[config.mk]
export PLATFORM = sky130hd
export DESIGN_NAME = ps2_keystroke_filter
export DESIGN_NICKNAME = d
export VERILOG_FILES = /design/src/rtl/ps2_keystroke_filter.sv
export SDC_FILE = /design/constraint.sdc
export NUM_CORES = 1
export LEC_CHECK = 0
export ABC_AREA = 1
export ABC_CLOCK_PERIOD_IN_PS = 5700
export BUFFER_PORTS_ARGS = -buffer_cell sky130_fd_sc_hd__buf_4
export CORE_MARGIN = 5
export CORE_UTILIZATION = 40
export CTS_CLUSTER_DIAMETER = 150
export DETAILED_ROUTE_END_ITERATION = 10
export GPL_TIMING_DRIVEN = 0
export SETUP_SLACK_MARGIN = 0.3
export SYNTH_ARGS = -nofsm -noshare
export SYNTH_HDL_FRONTEND = slang
export SYNTH_SLANG_ARGS = --single-unit
export TNS_END_PERCENT = 50
[constraint.sdc]
create_clock -name clk -period 5.7 [get_ports clk]
set_input_delay 1.14 -clock clk [delete_from_list [all_inputs] [get_ports clk]]
set_output_delay 1.14 -clock clk [all_outputs]
set_load 0.01 [all_outputs]
[src/rtl/ps2_keystroke_filter.sv]
// PS/2 set-2 keystroke filter: strips break/extended framing, Pause and status bytes,
// suppresses typematic repeats and queues genuine makes in a small FIFO.
// Optional macro PS2_KEYSTROKE_REPEAT_EN: queue typematic repeats as well.
module ps2_keystroke_filter #(
  parameter int FIFO_AW = 2
) (
  input  logic               clk,
  input  logic               resetn,
  input  logic [7:0]         received_data,
  input  logic               received_data_en,
  input  logic               flush,
  input  logic               key_ack,
  output logic               key_valid,
  output logic [7:0]         key_data,
  output logic               key_ext,
  output logic [FIFO_AW:0]   fifo_count,
  output logic               overflow
);

  localparam int DEPTH = 1 << FIFO_AW;

  typedef enum logic [2:0] {S_IDLE, S_EXT, S_BRK, S_EXT_BRK, S_SKIP} state_t;

  state_t               state_q, state_d;
  logic [2:0]           skip_q, skip_d;
  logic [7:0]           held_code_q, held_code_d;
  logic                 held_ext_q, held_ext_d;
  logic                 held_valid_q, held_valid_d;

  logic                 is_make, is_brk, ext, match, push;
  logic [8:0]           push_entry;

  logic [8:0]           mem_q [DEPTH];
  logic [FIFO_AW-1:0]   wr_q, rd_q;
  logic [FIFO_AW:0]     cnt_q;
  logic                 ovf_q;
  logic                 full, pop, wr_en;

  always_comb begin
    state_d      = state_q;
    skip_d       = skip_q;
    held_code_d  = held_code_q;
    held_ext_d   = held_ext_q;
    held_valid_d = held_valid_q;
    is_make      = 1'b0;
    is_brk       = 1'b0;
    ext          = 1'b0;
    push         = 1'b0;
    if (received_data_en) begin
      case (state_q)
        S_IDLE: begin
          case (received_data)
            8'hE0: state_d = S_EXT;
            8'hF0: state_d = S_BRK;
            8'hE1: begin
              state_d = S_SKIP;
              skip_d  = 3'd7;
            end
            8'hAA, 8'hFA, 8'hFE, 8'hEE, 8'h00, 8'hFF: state_d = S_IDLE;
            default: is_make = 1'b1;
          endcase
        end
        S_EXT: begin
          case (received_data)
            8'hF0: state_d = S_EXT_BRK;
            8'hE0: state_d = S_EXT;
            // Fake shifts emitted around extended keys carry no keypress.
            8'h12, 8'h59: state_d = S_IDLE;
            default: begin
              is_make = 1'b1;
              ext     = 1'b1;
              state_d = S_IDLE;
            end
          endcase
        end
        S_BRK: begin
          is_brk  = 1'b1;
          state_d = S_IDLE;
        end
        S_EXT_BRK: begin
          is_brk  = 1'b1;
          ext     = 1'b1;
          state_d = S_IDLE;
        end
        S_SKIP: begin
          skip_d = skip_q - 3'd1;
          if (skip_q == 3'd1) state_d = S_IDLE;
        end
        default: state_d = S_IDLE;
      endcase
    end
    match = held_valid_q && ({held_ext_q, held_code_q} == {ext, received_data});
    if (is_make) begin
`ifdef PS2_KEYSTROKE_REPEAT_EN
      push = 1'b1;
`else
      push = !match;
`endif
      held_code_d  = received_data;
      held_ext_d   = ext;
      held_valid_d = 1'b1;
    end
    if (is_brk && match) held_valid_d = 1'b0;
    push_entry = {ext, received_data};
  end

  always_ff @(posedge clk or negedge resetn) begin
    if (!resetn) begin
      state_q      <= S_IDLE;
      skip_q       <= 3'd0;
      held_code_q  <= 8'h00;
      held_ext_q   <= 1'b0;
      held_valid_q <= 1'b0;
    end else begin
      state_q      <= state_d;
      skip_q       <= skip_d;
      held_code_q  <= held_code_d;
      held_ext_q   <= held_ext_d;
      held_valid_q <= held_valid_d;
    end
  end

  // A push into a full FIFO still succeeds when the head is popped that same cycle.
  assign full  = (cnt_q == (FIFO_AW+1)'(DEPTH));
  assign pop   = key_ack & key_valid;
  assign wr_en = push & ~flush & (~full | pop);

  always_ff @(posedge clk) begin
    if (wr_en) mem_q[wr_q] <= push_entry;
  end

  always_ff @(posedge clk or negedge resetn) begin
    if (!resetn) begin
      wr_q  <= '0;
      rd_q  <= '0;
      cnt_q <= '0;
      ovf_q <= 1'b0;
    end else if (flush) begin
      wr_q  <= '0;
      rd_q  <= '0;
      cnt_q <= '0;
    end else begin
      if (wr_en) wr_q <= wr_q + 1'b1;
      if (pop)   rd_q <= rd_q + 1'b1;
      case ({wr_en, pop})
        2'b10:   cnt_q <= cnt_q + 1'b1;
        2'b01:   cnt_q <= cnt_q - 1'b1;
        default: cnt_q <= cnt_q;
      endcase
      if (push && full && !pop) ovf_q <= 1'b1;
    end
  end

  assign key_valid  = (cnt_q != '0);
  assign key_data   = key_valid ? mem_q[rd_q][7:0] : 8'h00;
  assign key_ext    = key_valid ? mem_q[rd_q][8] : 1'b0;
  assign fifo_count = cnt_q;
  assign overflow   = ovf_q;

endmodule
==> flow_summary.toml, run 1 <==
[yosys]
synth-compound-area-share_pct = 10.8
syn_inst = 339
synth_xor_area_share_pct = 0.863
yosysSeqAreaShare_pct = 55.2
synth.most_common_cell = "nor2_1"
ys_warn_count = 0
synth_area_leaders = "edfxtp_1, dfrtp_1, nor2_1, nand2_1, o21ai_0"
syn_area_mm2 = 0.00304
synthFlopType = "edfxtp_1"
synthSimpleGateAreaFrac_pct = 23.5
synth-edff-count = 36
synth_fa_ha_area_share_pct = 3.12
synth_nets = 359
netlist_top_cells_count = "nor2_1, nand2_1, edfxtp_1"
yosys.area.top_type = "edfxtp_1"
synthArstFlopShare_pct = 40.0
syn_area_per_cell_um2 = 8.98
synthMuxAreaShare_pct = 0
synth_top_area_share_pct = 35.5
synth-seq-cells = 60
ys_types = 36
synth_top_family_by_area = "simple AND/OR/NAND/NOR gates"

[sta]
slew_headroom_pct = 44.8
slew_violations = 0
fin_setup_tns_ns = 0
timing.final.hold_violations = 0
skew_ns = 0.00636
timing.fmax_mhz = 302
worstMarginPinSlew_ns = 0.825
timing.final.crit_share_pct = 58.0
setup-violations-final = 0
fin_crit_ns = 3.31
rsz0062_at_grt = "no"

[critical_path]
start_kind = "register"
critical-path-slowest-cell = "buf_1"
cp_common_cell = "nor2_1"
end_kind = "primary output"
worstSetupStartpoint = "rd_q[0]$_DFFE_PN0P_"
crit_buf_inv = 3
critPathRequiredTime_ns = 4.56
cp_data_arrival_time_ns = 2.17
path_delay_family = "buffers and inverters"
slowest_delay_ns = 0.49
worstReg2RegStart = "state_q[1]$_DFFE_PN0P_"
crit_type = "reg -> out"
crit_chain = "clkbuf_1, buf_1, nor2_1, nor2_1, o21ai_0, a21oi_1, buf_4"
worstPathMaxFanout = 10

[pwr]
power_mw = 1.51
power.leakage_nw = 1.52
ir_drop_uv = 227
power_density_mw_per_mm2 = 423

[detailed_routing]
drt_iter0_markers = 100
wl_per_cell_um = 13.5
route.vias.total = 2335
viasPerCell = 4.87
routed_wl_mm = 6.47
ant_nets = 0
firstDrtPassIters = 4
route.detailed.drc = 0

[clocking]
cts_tree = "yes"
clock-sinks = 60
hold_buffers = 0
clk_latency_ns = 0.33
root_buffer = "clkbuf_8"
cts_buffers = 9
clkSlewWorstSetupHoldPaths_ns = 0.06
cts_setup_buffers = 0
post_cts_resized = 0
clock_path_buffers = 2
cts_htree_levels = 3

[finish]
num_antenna_cells = 0
areaGrowthSynthToFinish_pct = 17.0
design_area_mm2 = 0.00356
drive_above_1_share_pct = 18.4
layout.nets = 395

[placed_design]
gp_congestion = 0.828
hpwl_mm = 4.62
port_buffers = 25
placement.cell_area_mm2 = 0.00336

[run]
cap_violations = 0

[global_route]
grt_max_degree = 25
grt_pass1_vias = 2332
grt_usage_pct = 14.8
grt-ovfl-total = 0
grt_pass1_wl_mm = 11.2
antenna_found_initial = 0

[floorplanning]
die_area_mm2 = 0.00945
initial_core_util_pct = 41.5
coreArea_mm2 = 0.00733
ioPinCount = 27
fp-row-count = 31
die_x_um = 97.2
die_y_um = 97.2

[status]
status = "finished clean"

[min_path]
worstHoldStart = "overflow$_DFFE_PN0P_"
hold_class = "reg -> reg"
-- power breakdown --
part	total, mW	switching [mW]	internal (mW)	leakage, nW
logic	0.501	0.304	0.198	0.786
registers	0.607	0.0564	0.550	0.627
clock network	0.401	0.158	0.242	0.107
total	1.51	0.518	0.990	1.52
-- per-layer routing --
layer | share of wire, % | routed length (um) | track usage [%]
met4 | 1.1 | 69 | 4.37
met2 | 50 | 3250 | 25.3
met3 | 2.6 | 168 | 4.31
met5 | 0 | 0 | 0
met1 | 46 | 2980 | 18.1
-- per-stage QoR --
stage | hold WS [ns] | setup slack (ns) | std cells | utilization (%)
after floorplan | 0.446 | 2.72 | 339 | -
after CTS | 0.493 | 2.36 | 479 | 48.6
after global placement | 0.468 | 2.11 | 463 | 45.8
final | 0.480 | 2.39 | 479 | 48.6
after global routing | 0.503 | 2.13 | 479 | 48.6
after detailed placement | 0.479 | 2.07 | 463 | 45.8
-- layout by cell type (no fill, tap or decap), types with 6 or more instances in the layout --
master     n
buf_4     25
nand3_1   18
dfrtp_1   24
ha_1       6
edfxtp_1  36
nand2_1   53
inv_1     32
nand2_2    7
a21oi_1   12
clkbuf_8   9
o21ai_0   35
inv_2      9
nor2_1    69
clkbuf_1   6
-- sequential cells by signal, summed over array words and instances, names as in the netlist --
register	cells
fifo_count	3
held_code_q	8
held_ext_q	1
held_valid_q	1
mem_q	36
overflow	1
rd_q	2
skip_q	3
state_q	3
wr_q	2
-- worst paths after layout --
kind | to | slack (ns) | cells after the start
hold / removal | overflow$_DFFE_PN0P_ | 0.48 | 1
setup / recovery | key_data[5] | 2.39 | 7
max in group asynchronous | skip_q[1]$_DFFE_PN0P_ | 4.74 | 1
min in group asynchronous | fifo_count[1]$_DFFE_PN0P_ | 0.71 | 1
setup reg to reg | mem_q[3][5]$_DFFE_PP_ | 3.04 | 12
hold reg to reg | overflow$_DFFE_PN0P_ | 0.48 | 1
-- area by class of cell --
class / count / area (um^2)
Fill cell: 691 / 3770
Buffer: 8 / 38.8
Clock buffer: 10 / 128
Sequential cell: 60 / 1680
Timing Repair Buffer: 25 / 188
Tap cell: 99 / 124
Inverter: 42 / 160
Multi-Input combinational cell: 229 / 1160
Clock inverter: 6 / 78.8
-- kinds of logic (layout without fill, tap and decap cells) --
group,count (synthesis),after routing
XOR/XNOR,3,3
adder cells (fa/ha/maj),7,7
flip-flops,60,60
buffers and inverters,50,91
AND/OR/NAND/NOR,160,160
AO/OA/AOI/OAI,59,59
Power figures use the tool's default switching activity.
==> inputs of run 2 (changes only) <==
- ABC_AREA: 1 -> 0
- ABC_CLOCK_PERIOD_IN_PS: 5700 -> 3100
- clock period: 5.7 -> 3.1 ns (I/O delays scaled with it)
==> run 2 against run 1 <==
Against the previous run:
- the run now ends with negative setup slack left
- clock power is 67% higher
- synthesized cell count down 33%
- critical path depth grew 6
- sequential share of layout area shrank 4.6 points
- sequential power grew 61%
- core utilization rose by 5.8 points
- global-route usage grew 0.62 points
- register-to-register slack got worse by 3.1 ns
==> flow_summary.toml, run 2 <==
[sta]
fin_setup_tns_ns = -0.224
timing.final.crit_share_pct = 107
slew_violations = 0
worstMarginPinSlew_ns = 0.655
timing.final.hold_violations = 0
fin_crit_ns = 3.32
slew_headroom_pct = 56.3
layout_setup_ws_ns = -0.224
rsz0062_at_grt = "yes"
setup-violations-final = 1
timing.fmax_mhz = 301
skew_ns = 0.00648
holdWs_ns = 0.178

[finish]
mostFrequentLayoutCells = "buf_4, edfxtp_1, dfrtp_1"
layout.nets = 315
drive_above_1_share_pct = 41.0
finalNonFillerCells = 399
register_area_mm2 = 0.00168
areaGrowthSynthToFinish_pct = 31.6
top_register = "mem_q"
reg_top3 = "mem_q: 36 flops, held_code_q: 8 flops"
layout_commonest_cell = "buf_4"
fill_cells = 643
multi_input_area_mm2 = 0.00138
num_antenna_cells = 0
largest_reg_flops = 36

[clocking]
cts_htree_levels = 3
cts_tree = "yes"
root_buffer = "clkbuf_8"
clkSlewWorstSetupHoldPaths_ns = 0.07
clock_path_buffers = 2
clk_latency_ns = 0.33
cts_buffers = 9
hold_buffers = 0
clock-sinks = 60

[yosys]
synthArstFlopShare_pct = 40.0
synth-edff-count = 36
synth_area_leaders = "edfxtp_1, dfrtp_1, mux4_2, mux2_2, and2_1"
synth.most_common_cell = "edfxtp_1"
syn_inst = 227
synthFlopType = "edfxtp_1"
yosys.area.top_type = "edfxtp_1"
synth_top_area_share_pct = 36.1
ys_types = 51
synth-seq-cells = 60
netlist_top_cells_count = "edfxtp_1, dfrtp_1, and2_1"
syn_area_mm2 = 0.00300
syn_area_per_cell_um2 = 13.2
ys_warn_count = 0
yosysSeqAreaShare_pct = 56.1
synth_nets = 247

[pwr]
ir_drop_uv = 260
power_density_mw_per_mm2 = 593
power.leakage_nw = 1.54

[global_route]
grt_pass1_vias = 2054
grt_pass1_wl_mm = 10.5
antenna_found_initial = 0
grt_usage_pct = 15.4
grt-ovfl-total = 0
grt_max_degree = 25

[floorplanning]
coreArea_mm2 = 0.00725
die_x_um = 96.5
die_area_mm2 = 0.00932
ioPinCount = 27
initial_core_util_pct = 41.3
die_y_um = 96.5
fp-row-count = 31

[critical_path]
cp_data_arrival_time_ns = 3.60
crit_type = "in -> reg"
worstPathMaxFanout = 5
end_kind = "register"
start_kind = "primary input"
critPathRequiredTime_ns = 3.38

[detailed_routing]
firstDrtPassIters = 4
dr_wl_met2_mm = 3.34
top_layer = "met4"
met3WireLength_um = 289
route.vias.total = 2039
wl_per_cell_um = 16.9
ant_nets = 0
drt_iter0_markers = 87
drt-met1-wl_mm = 3.00
route.detailed.drc = 0
routed_wl_mm = 6.72
viasPerCell = 5.11

[status]
violations = "negative setup slack"
status = "complete, but fails checks"

[placed_design]
dp.cells = 351
gp_congestion = 0.770
port_buffers = 25
hpwl_mm = 3.87

[min_path]
hold_class = "in -> async"

[run]
cap_violations = 0
[run 2: cells by family after synthesis]
kind of cell               Yosys count  synth area share, %
AOI/OAI and AO/OA                   28                 6.89
xor gates and xnor gates            10                 2.92
adders and majority gates            7                 3.17
buffers and inverters               24                 3.88
DFF                                 60                 56.1
muxes                               23                 12.3
and+or+nand+nor                     75                 14.7
[run 2: worst paths after layout]
path | start | to | slack (ns) | cells past startpoint
max | received_data[1] | fifo_count[1]$_DFFE_PN0P_ | -0.22 | 13
min in group clk | received_data[3] | mem_q[1][3]$_DFFE_PP_ | 0.48 | 1
max in group asynchronous | resetn | held_ext_q$_DFFE_PN0P_ | 2.67 | 1
max reg2reg | state_q[2]$_DFFE_PN0P_ | fifo_count[1]$_DFFE_PN0P_ | -0.01 | 11
min | resetn | fifo_count[0]$_DFFE_PN0P_ | 0.18 | 1
min reg2reg | overflow$_DFFE_PN0P_ | overflow$_DFFE_PN0P_ | 0.48 | 2
[run 2: routing by layer]
| metal | GRT usage (%) | up-vias |
|---|---|---|
| li1 | - | 983 |
| met2 | 24.6 | 44 |
| met3 | 3.02 | 11 |
| met5 | 0 | - |
| met1 | 20.7 | 1001 |
| met4 | 6.07 | 0 |
[run 2: metrics by stage]
step / area (um^2) / utilization (%) / setup slack [ns] / power [mW]
final: 3940 / 54.4 / -0.224 / 2.34
after global routing: 3940 / 54.4 / -0.298 / 2.48
after CTS: 3830 / 52.9 / -0.187 / 2.33
after detailed placement: 3360 / 46.3 / -0.766 / 1.59
after global placement: 3360 / 46.3 / -0.766 / 1.58
after floorplan: 3040 / - / -0.388 / 1.40
[run 2: layout make-up]
type / instances / share of cell area [%]
Buffer: 13 / 2.63
Clock buffer: 12 / 3.43
Clock inverter: 4 / 1.08
Inverter: 11 / 1.05
Multi-Input combinational cell: 147 / 34.9
Sequential cell: 60 / 42.7
Tap cell: 99 / 3.14
Timing Repair Buffer: 53 / 11.1
[run 2: what timing repair did]
action | 4_1_cts | 5_1_grt
gates resized for setup | 32 | 11
buffers inserted | 18 | 8
setup endpoints to repair | 47 | 40
gates cloned | 4 | 2
pin swaps | 15 | 9
[run 2: worst max-delay path: stages]
cell	delay, ns
buf_6	0.11
buf_8	0.11
or4_4	0.54
o21ai_4	0.16
o2bb2ai_4	0.10
mux2_4	0.32
or3_4	0.37
buf_6	0.13
nand2_4	0.05
fa_2	0.47
a31o_4	0.25
a311oi_2	0.20
o211a_1	0.18
[run 2: power by group]
group	total (mW)	switching, mW	leakage, nW	internal (mW)
combinational	0.690	0.326	0.828	0.364
sequential	0.979	0.0504	0.625	0.929
clock	0.669	0.303	0.0894	0.366
total	2.34	0.680	1.54	1.66
